$ cat src/rtl/dmem_pkg.sv
// Shared types and helpers for the data-memory arbiter.
package dmem_pkg;

    // Access size encoding carried on req_size; 2'b11 is reserved/illegal.
    typedef enum logic [1:0] {
        SZ_B = 2'b00,
        SZ_H = 2'b01,
        SZ_W = 2'b10
    } size_t;

    localparam logic [1:0] SZ_ILL = 2'b11;

    typedef enum logic {
        IDLE   = 1'b0,
        ACCESS = 1'b1
    } state_t;

    // Accepted request as held through the access cycle.
    typedef struct packed {
        logic        id;
        logic        we;
        logic [1:0]  size;
        logic        uns;
        logic [31:0] addr;
        logic [31:0] wdata;
        logic        err;
    } req_t;

    // Illegal size, misaligned half/word, or word index beyond the memory.
    function automatic logic access_err(input logic [1:0]  size,
                                        input logic [31:0] addr,
                                        input int unsigned depth);
        logic bad_size;
        logic misalign;
        logic out_of_range;
        bad_size     = (size == SZ_ILL);
        misalign     = ((size == SZ_H) && addr[0]) ||
                       ((size == SZ_W) && (addr[1:0] != 2'b00));
        out_of_range = ({2'b00, addr[31:2]} >= depth);
        return bad_size || misalign || out_of_range;
    endfunction

endpackage

$ cat src/rtl/dmem_lane_align.sv
// Byte-lane steering: store enables/replicated data and load extraction.
// Purely combinational so it can be exercised on its own.
module dmem_lane_align
    import dmem_pkg::*;
(
    input  logic [1:0]  i_size,
    input  logic [1:0]  i_addr,
    input  logic        i_uns,
    input  logic [31:0] i_wdata,
    input  logic [31:0] i_mem_rd,
    output logic [3:0]  o_be,
    output logic [31:0] o_wd_aligned,
    output logic [31:0] o_rdata_ext
);

    logic [7:0]  w_byte;
    logic [15:0] w_half;

    // Store side: lanes enabled by size/offset, data replicated across lanes
    // so whichever lane is enabled already carries the right bits.
    always_comb begin
        o_be         = 4'b0000;
        o_wd_aligned = 32'h0;
        case (i_size)
            SZ_B: begin
                o_be         = 4'b0001 << i_addr;
                o_wd_aligned = {4{i_wdata[7:0]}};
            end
            SZ_H: begin
                o_be         = i_addr[1] ? 4'b1100 : 4'b0011;
                o_wd_aligned = {2{i_wdata[15:0]}};
            end
            SZ_W: begin
                o_be         = 4'b1111;
                o_wd_aligned = i_wdata;
            end
            default: begin
                o_be         = 4'b0000;
                o_wd_aligned = 32'h0;
            end
        endcase
    end

    // Load side: pick the addressed byte/half out of the word.
    always_comb begin
        w_byte = i_mem_rd[7:0];
        case (i_addr)
            2'd0:    w_byte = i_mem_rd[7:0];
            2'd1:    w_byte = i_mem_rd[15:8];
            2'd2:    w_byte = i_mem_rd[23:16];
            default: w_byte = i_mem_rd[31:24];
        endcase
        w_half = i_addr[1] ? i_mem_rd[31:16] : i_mem_rd[15:0];
    end

    // Sign- or zero-extend the selected lane; words pass straight through.
    always_comb begin
        o_rdata_ext = 32'h0;
        case (i_size)
            SZ_B:    o_rdata_ext = i_uns ? {24'h0, w_byte} : {{24{w_byte[7]}}, w_byte};
            SZ_H:    o_rdata_ext = i_uns ? {16'h0, w_half} : {{16{w_half[15]}}, w_half};
            SZ_W:    o_rdata_ext = i_mem_rd;
            default: o_rdata_ext = 32'h0;
        endcase
    end

endmodule

$ cat src/rtl/dmem_arbiter.sv
// Two-port round-robin front end for a single-port byte-enable data memory.
// Port 0 = core LSU, port 1 = debug/DMA loader. One transaction per 2 cycles:
// handshake (IDLE) -> memory access (ACCESS) -> response pulse.
module dmem_arbiter
    import dmem_pkg::*;
#(
    parameter int unsigned DEPTH   = 1024,
    parameter logic        RR_INIT = 1'b1
) (
    input  logic             i_clk,
    input  logic             i_rst_n,
    input  logic [1:0]       i_req_valid,
    output logic [1:0]       o_req_ready,
    input  logic [1:0]       i_req_we,
    input  logic [1:0][1:0]  i_req_size,
    input  logic [1:0]       i_req_unsigned,
    input  logic [1:0][31:0] i_req_addr,
    input  logic [1:0][31:0] i_req_wdata,
    output logic [1:0]       o_rsp_valid,
    output logic             o_rsp_err,
    output logic [31:0]      o_rsp_rdata,
    output logic [3:0]       o_mem_we,
    output logic [31:0]      o_mem_a,
    output logic [31:0]      o_mem_wd,
    input  logic [31:0]      i_mem_rd
);

    state_t      r_state;
    state_t      w_state_nxt;
    logic        r_last_grant;
    req_t        r_req;
    req_t        w_req_nxt;
    logic [1:0]  r_rsp_valid;
    logic        r_rsp_err;
    logic [31:0] r_rsp_rdata;

    logic [1:0]  w_grant;
    logic        w_sel;
    logic        w_hs;
    logic [3:0]  w_be;
    logic [31:0] w_wd_aligned;
    logic [31:0] w_rdata_ext;

    // Round-robin pick: a lone requester wins; on contention the port that
    // did not win last time gets it.
    always_comb begin
        w_grant = 2'b00;
        case (i_req_valid)
            2'b01:   w_grant = 2'b01;
            2'b10:   w_grant = 2'b10;
            2'b11:   w_grant = r_last_grant ? 2'b01 : 2'b10;
            default: w_grant = 2'b00;
        endcase
    end

    assign w_sel = w_grant[1];

    // Snapshot of the winning port's request, error decided up front so the
    // access cycle only has to gate the write.
    always_comb begin
        w_req_nxt       = '0;
        w_req_nxt.id    = w_sel;
        w_req_nxt.we    = i_req_we[w_sel];
        w_req_nxt.size  = i_req_size[w_sel];
        w_req_nxt.uns   = i_req_unsigned[w_sel];
        w_req_nxt.addr  = i_req_addr[w_sel];
        w_req_nxt.wdata = i_req_wdata[w_sel];
        w_req_nxt.err   = access_err(i_req_size[w_sel], i_req_addr[w_sel], DEPTH);
    end

    dmem_lane_align u_align (
        .i_size       (r_req.size),
        .i_addr       (r_req.addr[1:0]),
        .i_uns        (r_req.uns),
        .i_wdata      (r_req.wdata),
        .i_mem_rd     (i_mem_rd),
        .o_be         (w_be),
        .o_wd_aligned (w_wd_aligned),
        .o_rdata_ext  (w_rdata_ext)
    );

    // Next state and memory-side outputs. Memory pins are decoded from the
    // state register only, so an async reset mid-access kills mem_we at once.
    always_comb begin
        w_state_nxt = r_state;
        o_req_ready = 2'b00;
        o_mem_we    = 4'b0000;
        o_mem_a     = 32'h0;
        o_mem_wd    = 32'h0;
        w_hs        = 1'b0;
        case (r_state)
            IDLE: begin
                // grant already implies valid, so any grant bit is a transfer
                o_req_ready = w_grant;
                w_hs        = |w_grant;
                if (w_hs) begin
                    w_state_nxt = ACCESS;
                end
            end
            ACCESS: begin
                o_mem_a     = r_req.addr;
                o_mem_wd    = w_wd_aligned;
                o_mem_we    = (r_req.err || !r_req.we) ? 4'b0000 : w_be;
                w_state_nxt = IDLE;
            end
            default: w_state_nxt = IDLE;
        endcase
    end

    // State, arbitration history and accepted request.
    always_ff @(posedge i_clk or negedge i_rst_n) begin
        if (!i_rst_n) begin
            r_state      <= IDLE;
            r_last_grant <= RR_INIT;
            r_req        <= '0;
        end else begin
            r_state <= w_state_nxt;
            if (w_hs) begin
                r_last_grant <= w_sel;
                r_req        <= w_req_nxt;
            end
        end
    end

    // Response: one-cycle valid pulse to the owner; data/err hold until the
    // next response overwrites them.
    always_ff @(posedge i_clk or negedge i_rst_n) begin
        if (!i_rst_n) begin
            r_rsp_valid <= 2'b00;
            r_rsp_err   <= 1'b0;
            r_rsp_rdata <= 32'h0;
        end else begin
            r_rsp_valid <= 2'b00;
            if (r_state == ACCESS) begin
                r_rsp_valid <= r_req.id ? 2'b10 : 2'b01;
                r_rsp_err   <= r_req.err;
                r_rsp_rdata <= (r_req.err || r_req.we) ? 32'h0 : w_rdata_ext;
            end
        end
    end

    assign o_rsp_valid = r_rsp_valid;
    assign o_rsp_err   = r_rsp_err;
    assign o_rsp_rdata = r_rsp_rdata;

    // Requesters must keep valid and payload steady until accepted.
    for (genvar g = 0; g < 2; g++) begin : g_req_chk
        a_hold_valid: assert property (@(posedge i_clk) disable iff (!i_rst_n)
            (i_req_valid[g] && !o_req_ready[g]) |=> i_req_valid[g]);
        a_hold_payload: assert property (@(posedge i_clk) disable iff (!i_rst_n)
            (i_req_valid[g] && !o_req_ready[g]) |=>
            $stable({i_req_we[g], i_req_size[g], i_req_unsigned[g],
                     i_req_addr[g], i_req_wdata[g]}));
    end

endmodule
$ cat config.mk
export PLATFORM = sky130hd
export DESIGN_NAME = dmem_arbiter
export DESIGN_NICKNAME = d
export VERILOG_FILES = /design/src/rtl/dmem_pkg.sv /design/src/rtl/dmem_lane_align.sv /design/src/rtl/dmem_arbiter.sv
export SDC_FILE = /design/constraint.sdc
export NUM_CORES = 1
export LEC_CHECK = 0
export ABC_AREA = 1
export CAP_MARGIN = 20
export CORE_MARGIN = 2
export CORE_UTILIZATION = 47
export DETAILED_ROUTE_END_ITERATION = 10
export PLACE_DENSITY = 0.87
export SLEW_MARGIN = 20
export SYNTH_ARGS = -nofsm -noshare
export SYNTH_HDL_FRONTEND = slang
export SYNTH_HIERARCHICAL = 1
export SYNTH_SLANG_ARGS = --single-unit
$ cat constraint.sdc
create_clock -name i_clk -period 4.05 [get_ports i_clk]
set_input_delay 0.81 -clock i_clk [delete_from_list [all_inputs] [get_ports i_clk]]
set_output_delay 0.81 -clock i_clk [all_outputs]
set_load 0.02 [all_outputs]
==> qor.yml, run 1 <==
initial_core_util_pct: 48.2
cts_tree: "built"
syn_to_final_growth_pct: 45.8
swShare_pct: 38.7
reg2reg_depth: 10
dpl_cell_area_sq_mm: 0.00948
min_path_type: "reg -> reg"
seqPwrFrac_pct: 36.4
criticalPathCategory: "reg -> out"
viasPerCell: 5.28
path_clk_slew_ns: 0.07
synth_nets: 1171
ir_drop_uv: 200
cap_violations: 0
port_buffers: 276
skew_ns: 0.00542
die_area_sq_mm: 0.0152
hpwlAfterDp_microns: 16500
grt_start_max_net_pins: 69
cts_resized: 0
rsz0062_at_grt: "no"
grt_pass1_wl_microns: 33700
fin_crit_sh_pct: 89.4
grt_antenna_before_repair: 0
routed_wl_microns: 22500
r2r_slack_ns: 1.85
p_per_area_mw_per_mm2: 382
die_h_microns: 123
rows: 43
crit_arrival_ns: 2.81
stdcell_area_sq_mm: 0.00975
ios: 277
cts_setup_buffers: 0
combPwrFrac_pct: 40.9
yosys_warnings: 6
core_sq_mm: 0.0139
cts-root-buf: "clkbuf_16"
die_x_microns: 123
syn-cell-area_sq_mm: 0.00669
endpoint_kind: "primary output"
cp.required_ns: 3.24
remaining_drc_errors: 0
clk_latency_ns: 0.36
p_leak_nw: 4.88
power.share.clock_pct: 22.7
cp_max_fo: 18
n_fill_cell: 1194
cts_max_path_buffers: 2
hold_path_depth: 1
grt_use_total_pct: 29.2
clkSinkCount: 107
ant_nets: 0
syn_inst: 999
ys_seq_area_share_pct: 40.1
antenna_cells: 0
max_freq_ghz: 0.276
post_drt_wl_per_cell_microns: 15.8
dr.pass1.iters: 5
cts_made_buffers: 9
final_cell_mix: "nand2_1 (334), clkdlybuf4s50_1 (275), inv_1 (133)"
gr-total-overflow: 0
slew_violations: 0
cts-htree-levels: 3
nNetsFinal: 1409
worst_pin_slew_ns: 1.02
gp_congestion: 0.899
drt_iter0_markers: 685
status: "completed"
ys_seq_elements: 107
startpoint_type: "flip-flop"
setup_viol: 0
synthDistinctLibCells: 29
num_vias: 7513
syn_area_per_cell_sq_um: 6.69
internal-power_mw: 2.28
final_common_cell: "nand2_1"
fin_crit_ns: 3.62
hold_viol: 0
maxSlewHeadroom_pct: 32.2
drive_above_1_share_pct: 4.03
cts_hold_buffers: 0
tns_ns: 0
grt_pass1_vias: 6734
p_sw_mw: 1.44
==> power by group through the flow <==
stage	Clock, mW	Sequential, mW	Combinational, mW
after floorplan	0	1.31	0.942
after global placement	0	1.37	1.49
after detailed placement	0	1.37	1.51
after CTS	0.861	1.35	1.52
after global routing	0.906	1.38	1.67
final	0.845	1.36	1.53
==> kinds of logic (layout without fill, tap and decap cells) <==
kind of cell / Yosys count / after routing / share of synthesized area, %
AND/OR/NAND/NOR: 483 / 483 / 28.5
buffers and inverters: 203 / 446 / 12.8
AO/OA/AOI/OAI: 206 / 206 / 18.7
flip-flops: 107 / 107 / 40.1
==> worst paths after layout <==
path                                  endpoint         start
worst max-delay path               o_mem_we[0]     r_req[67]
worst max register to register        r_req[0]  r_last_grant
worst min-delay path            o_rsp_valid[0]     r_req[69]
worst min register to register  o_rsp_valid[0]     r_req[69]
min in group asynchronous            r_req[14]       i_rst_n
max in group asynchronous       o_rsp_rdata[5]       i_rst_n
==> flip-flops by register name (all words and copies together), names as in the netlist <==
name,flops
r_state,1
o_rsp_err,1
r_req,70
r_last_grant,1
o_rsp_valid,2
o_rsp_rdata,32
==> through the flow <==
| stage | worst slack, ns | total power, mW | utilization [%] | cells | hold slack [ns] |
|---|---|---|---|---|---|
| 3_3_place_gp | 0.868 | 2.85 | 68.3 | 1406 | 0.450 |
| 4_1_cts | 0.411 | 3.73 | 70.3 | 1422 | 0.473 |
| 5_1_grt | 0.261 | 3.95 | 70.3 | 1422 | 0.501 |
| 2_1_floorplan | 1.76 | 2.26 | - | 999 | 0.426 |
| 6_report | 0.428 | 3.73 | 70.3 | 1422 | 0.483 |
| 3_5_place_dp | 0.800 | 2.88 | 68.3 | 1406 | 0.462 |
==> Yosys cell counts <==
library cell | instances | share of area (%)
nor2_8 | 1 | 0.30
inv_4 | 1 | 0.094
o211ai_1 | 7 | 0.79
nand3_1 | 20 | 1.5
o22ai_1 | 1 | 0.094
nor2_2 | 2 | 0.19
buf_6 | 5 | 0.84
a21oi_4 | 1 | 0.24
nand2_1 | 335 | 19
a31oi_1 | 22 | 2.1
o21ai_0 | 117 | 8.8
dfstp_2 | 1 | 0.39
nand3_2 | 1 | 0.15
clkbuf_1 | 20 | 1.1
nand2_2 | 4 | 0.37
nor2_4 | 1 | 0.17
nand3_4 | 1 | 0.26
o21ai_1 | 11 | 0.82
a21oi_1 | 14 | 1.0
a32o_1 | 32 | 4.8
clkinv_1 | 2 | 0.11
inv_1 | 134 | 7.5
buf_4 | 2 | 0.22
buf_2 | 35 | 2.6
a22oi_1 | 1 | 0.11
dfrtp_1 | 106 | 40
nand2_4 | 1 | 0.17
inv_2 | 4 | 0.22
nor2_1 | 117 | 6.6
==> critical path: stages, from the launching register on <==
cell and delay [ns]:
dfrtp_1 0.69, inv_2 0.12, nor2_2 0.12, buf_4 0.23, inv_2 0.16, o21ai_0 0.20
inv_1 0.10, nand2_1 0.08, inv_1 0.04, nor2_1 0.09, clkdlybuf4s50_1 0.63
==> layout make-up <==
type | count | area (sq um) | area share, %
Inverter | 141 | 532 | 5.45
Multi-Input combinational cell | 689 | 3170 | 32.5
Sequential cell | 107 | 2680 | 27.5
Clock inverter | 3 | 23.8 | 0.244
Clock buffer | 13 | 250 | 2.57
Timing Repair Buffer | 289 | 2870 | 29.4
Tap cell | 180 | 225 | 2.31
==> routing by layer <==
layer  GRT usage (%)  vias to the layer above  share of wire (%)  wire length, microns
li1                -                     3623                  -                     -
met1            36.6                     3438                 39                  8820
met2            47.1                      383                 47                 10700
met3            6.78                       69                9.2                  2060
met4            14.8                        0                4.3                   970
met5               0                        -                  0                     0
No activity file was read; power rests on OpenSTA's default activity.
==> run 2: changes to the inputs <==
Settings changed: CORE_UTILIZATION 47 to 44, PLACE_DENSITY 0.87 to default, PLACE_DENSITY_LB_ADDON from default to 0.1.
Clock period 4.05 ns to 4.1 ns, I/O delays scaled along.
==> qor.yml, run 2 (synthesized netlist as in run 1, its figures left out) <==
status: "completed"
slew_violations: 0
die_h_microns: 127
grtUsageMet1_pct: 34.0
port_buffers: 276
grt_pass1_wl_microns: 34300
hpwlAfterDp_microns: 15900
gr-total-overflow: 0
post_drt_wl_per_cell_microns: 15.4
grt_pass1_vias: 6766
cp.required_ns: 3.28
fin_crit_sh_pct: 85.4
path_clk_slew_ns: 0.08
grt_util_met3_pct: 5.40
num_vias: 7365
dpl_worst_slack_ns: 0.970
routed_wl_microns: 22100
cap_violations: 0
final_core_util_pct: 65.1
fin_crit_ns: 3.50
final_cell_mix: "nand2_1 (334), clkdlybuf4s50_1 (275), inv_1 (133)"
cts_hold_buffers: 0
critical-path-max-stage-delay_ns: 0.71
critical_path.most_common_cell: "nand2_1"
nNetsFinal: 1408
criticalPathCategory: "reg -> out"
rows: 45
max_freq_ghz: 0.286
syn_to_final_growth_pct: 46.2
cp_top_family: "buffers and inverters"
worst_slack_ns: 0.599
instances_no_fill: 1431
place_inst: 1413
drt_iter0_markers: 603
cts_setup_buffers: 0
n_fill_cell: 1373
cts_max_path_buffers: 2
setup_viol: 0
ir_drop_uv: 227
grt_start_max_net_pins: 73
skew_ns: 0.00841
dr.pass1.iters: 5
p_per_area_mw_per_mm2: 379
worst_pin_slew_ns: 1.05
ios: 277
cts_made_buffers: 9
largest_register_ffs: 70
core_sq_mm: 0.0150
maxSlewHeadroom_pct: 29.6
cp_max_fo: 33
min_path_type: "reg -> reg"
remaining_drc_errors: 0
drive_above_1_share_pct: 4.19
clk_latency_ns: 0.36
crit_arrival_ns: 2.68
cts_tree: "built"
hold_viol: 0
initial_core_util_pct: 44.5
dpl_cell_area_sq_mm: 0.00948
tns_ns: 0
p_leak_nw: 4.88
largest-register: "r_req"
clkSinkCount: 107
final_common_cell: "nand2_1"
grt_antenna_before_repair: 2
slowest_stage: "dfrtp_1"
rsz0062_at_grt: "no"
crit_buf_inv: 4
ant_nets: 0
stdcell_area_sq_mm: 0.00978
use_met2_pct: 44.5
startpoint_type: "flip-flop"
die_x_microns: 127
cts_resized: 0
endpoint_kind: "primary output"
cts-root-buf: "clkbuf_16"
viasPerCell: 5.15
die_area_sq_mm: 0.0162
gp_congestion: 0.898
worstPathCellList: "inv_2 -> nor2_2 -> buf_4 -> nand2_1 -> o211ai_1 -> nand2_1 -> inv_1 -> clkdlybuf4s50_1"
cts-htree-levels: 3
grt.busiest_layer: "met2"
grt_use_total_pct: 26.7
run 2: cell count changes in the layout (fill, tap and decap cells not counted):
| cell | before | now |
|---|---|---|
| clkinv_4 | 0 | 1 |
| inv_8 | 0 | 1 |
| inv_6 | 1 | 2 |
| buf_4 | 13 | 12 |
| clkbuf_1 | 3 | 0 |
| diode_2 | 0 | 2 |
| clkbuf_8 | 1 | 0 |
| clkinv_8 | 0 | 1 |
run 2: area by class of cell:
type,instances,area [sq um],area share [%]
flip-flops and latches,107,2680,27.4
clock inverters,7,68.8,0.704
multi-input cells,689,3170,32.4
clock buffers,9,225,2.30
inverters,141,532,5.44
well taps,188,235,2.41
repair buffers,288,2860,29.3
diodes,2,5.00,0.0512
run 2: worst reg2reg max path: stages, from the launching register on:
cell	delay (ns)
dfstp_2	0.59
nand3_1	0.10
nand2_2	0.08
buf_4	0.60
nand2_1	0.13
o21ai_0	0.13
nand2_1	0.07
nor2_1	0.14
nand3_1	0.09
nor2_1	0.11
nor2_1	0.04
run 2: through the flow:
stage	hold WS [ns]	total power, mW
after floorplan	0.426	2.23
after global placement	0.445	2.83
after detailed placement	0.441	2.85
after CTS	0.456	3.73
after global routing	0.470	3.94
final	0.458	3.71
run 2: worst paths after layout:
kind	start	endpoint	slack, ns	depth (start not counted)
max in group asynchronous	i_rst_n	r_last_grant	2.59	2
worst min register to register	r_req[69]	o_rsp_valid[0]	0.46	1
min in group asynchronous	i_rst_n	o_rsp_rdata[30]	0.61	1
worst max-delay path	r_req[67]	o_mem_wd[25]	0.60	8
worst min-delay path	r_req[69]	o_rsp_valid[0]	0.46	1
worst max register to register	r_last_grant	r_req[0]	1.92	10
run 2: layer usage:
layer  routed length, microns  vias to the layer above
li1                         -                     3624
met2                    10700                      289
met5                        0                        -
met1                     9290                     3406
met4                      623                        0
met3                     1480                       46
run 2: power breakdown:
group	switching [mW]	total, mW	internal, mW
clock	0.443	0.871	0.428
combinational	0.892	1.51	0.616
sequential	0.125	1.33	1.21
total	1.46	3.71	2.25
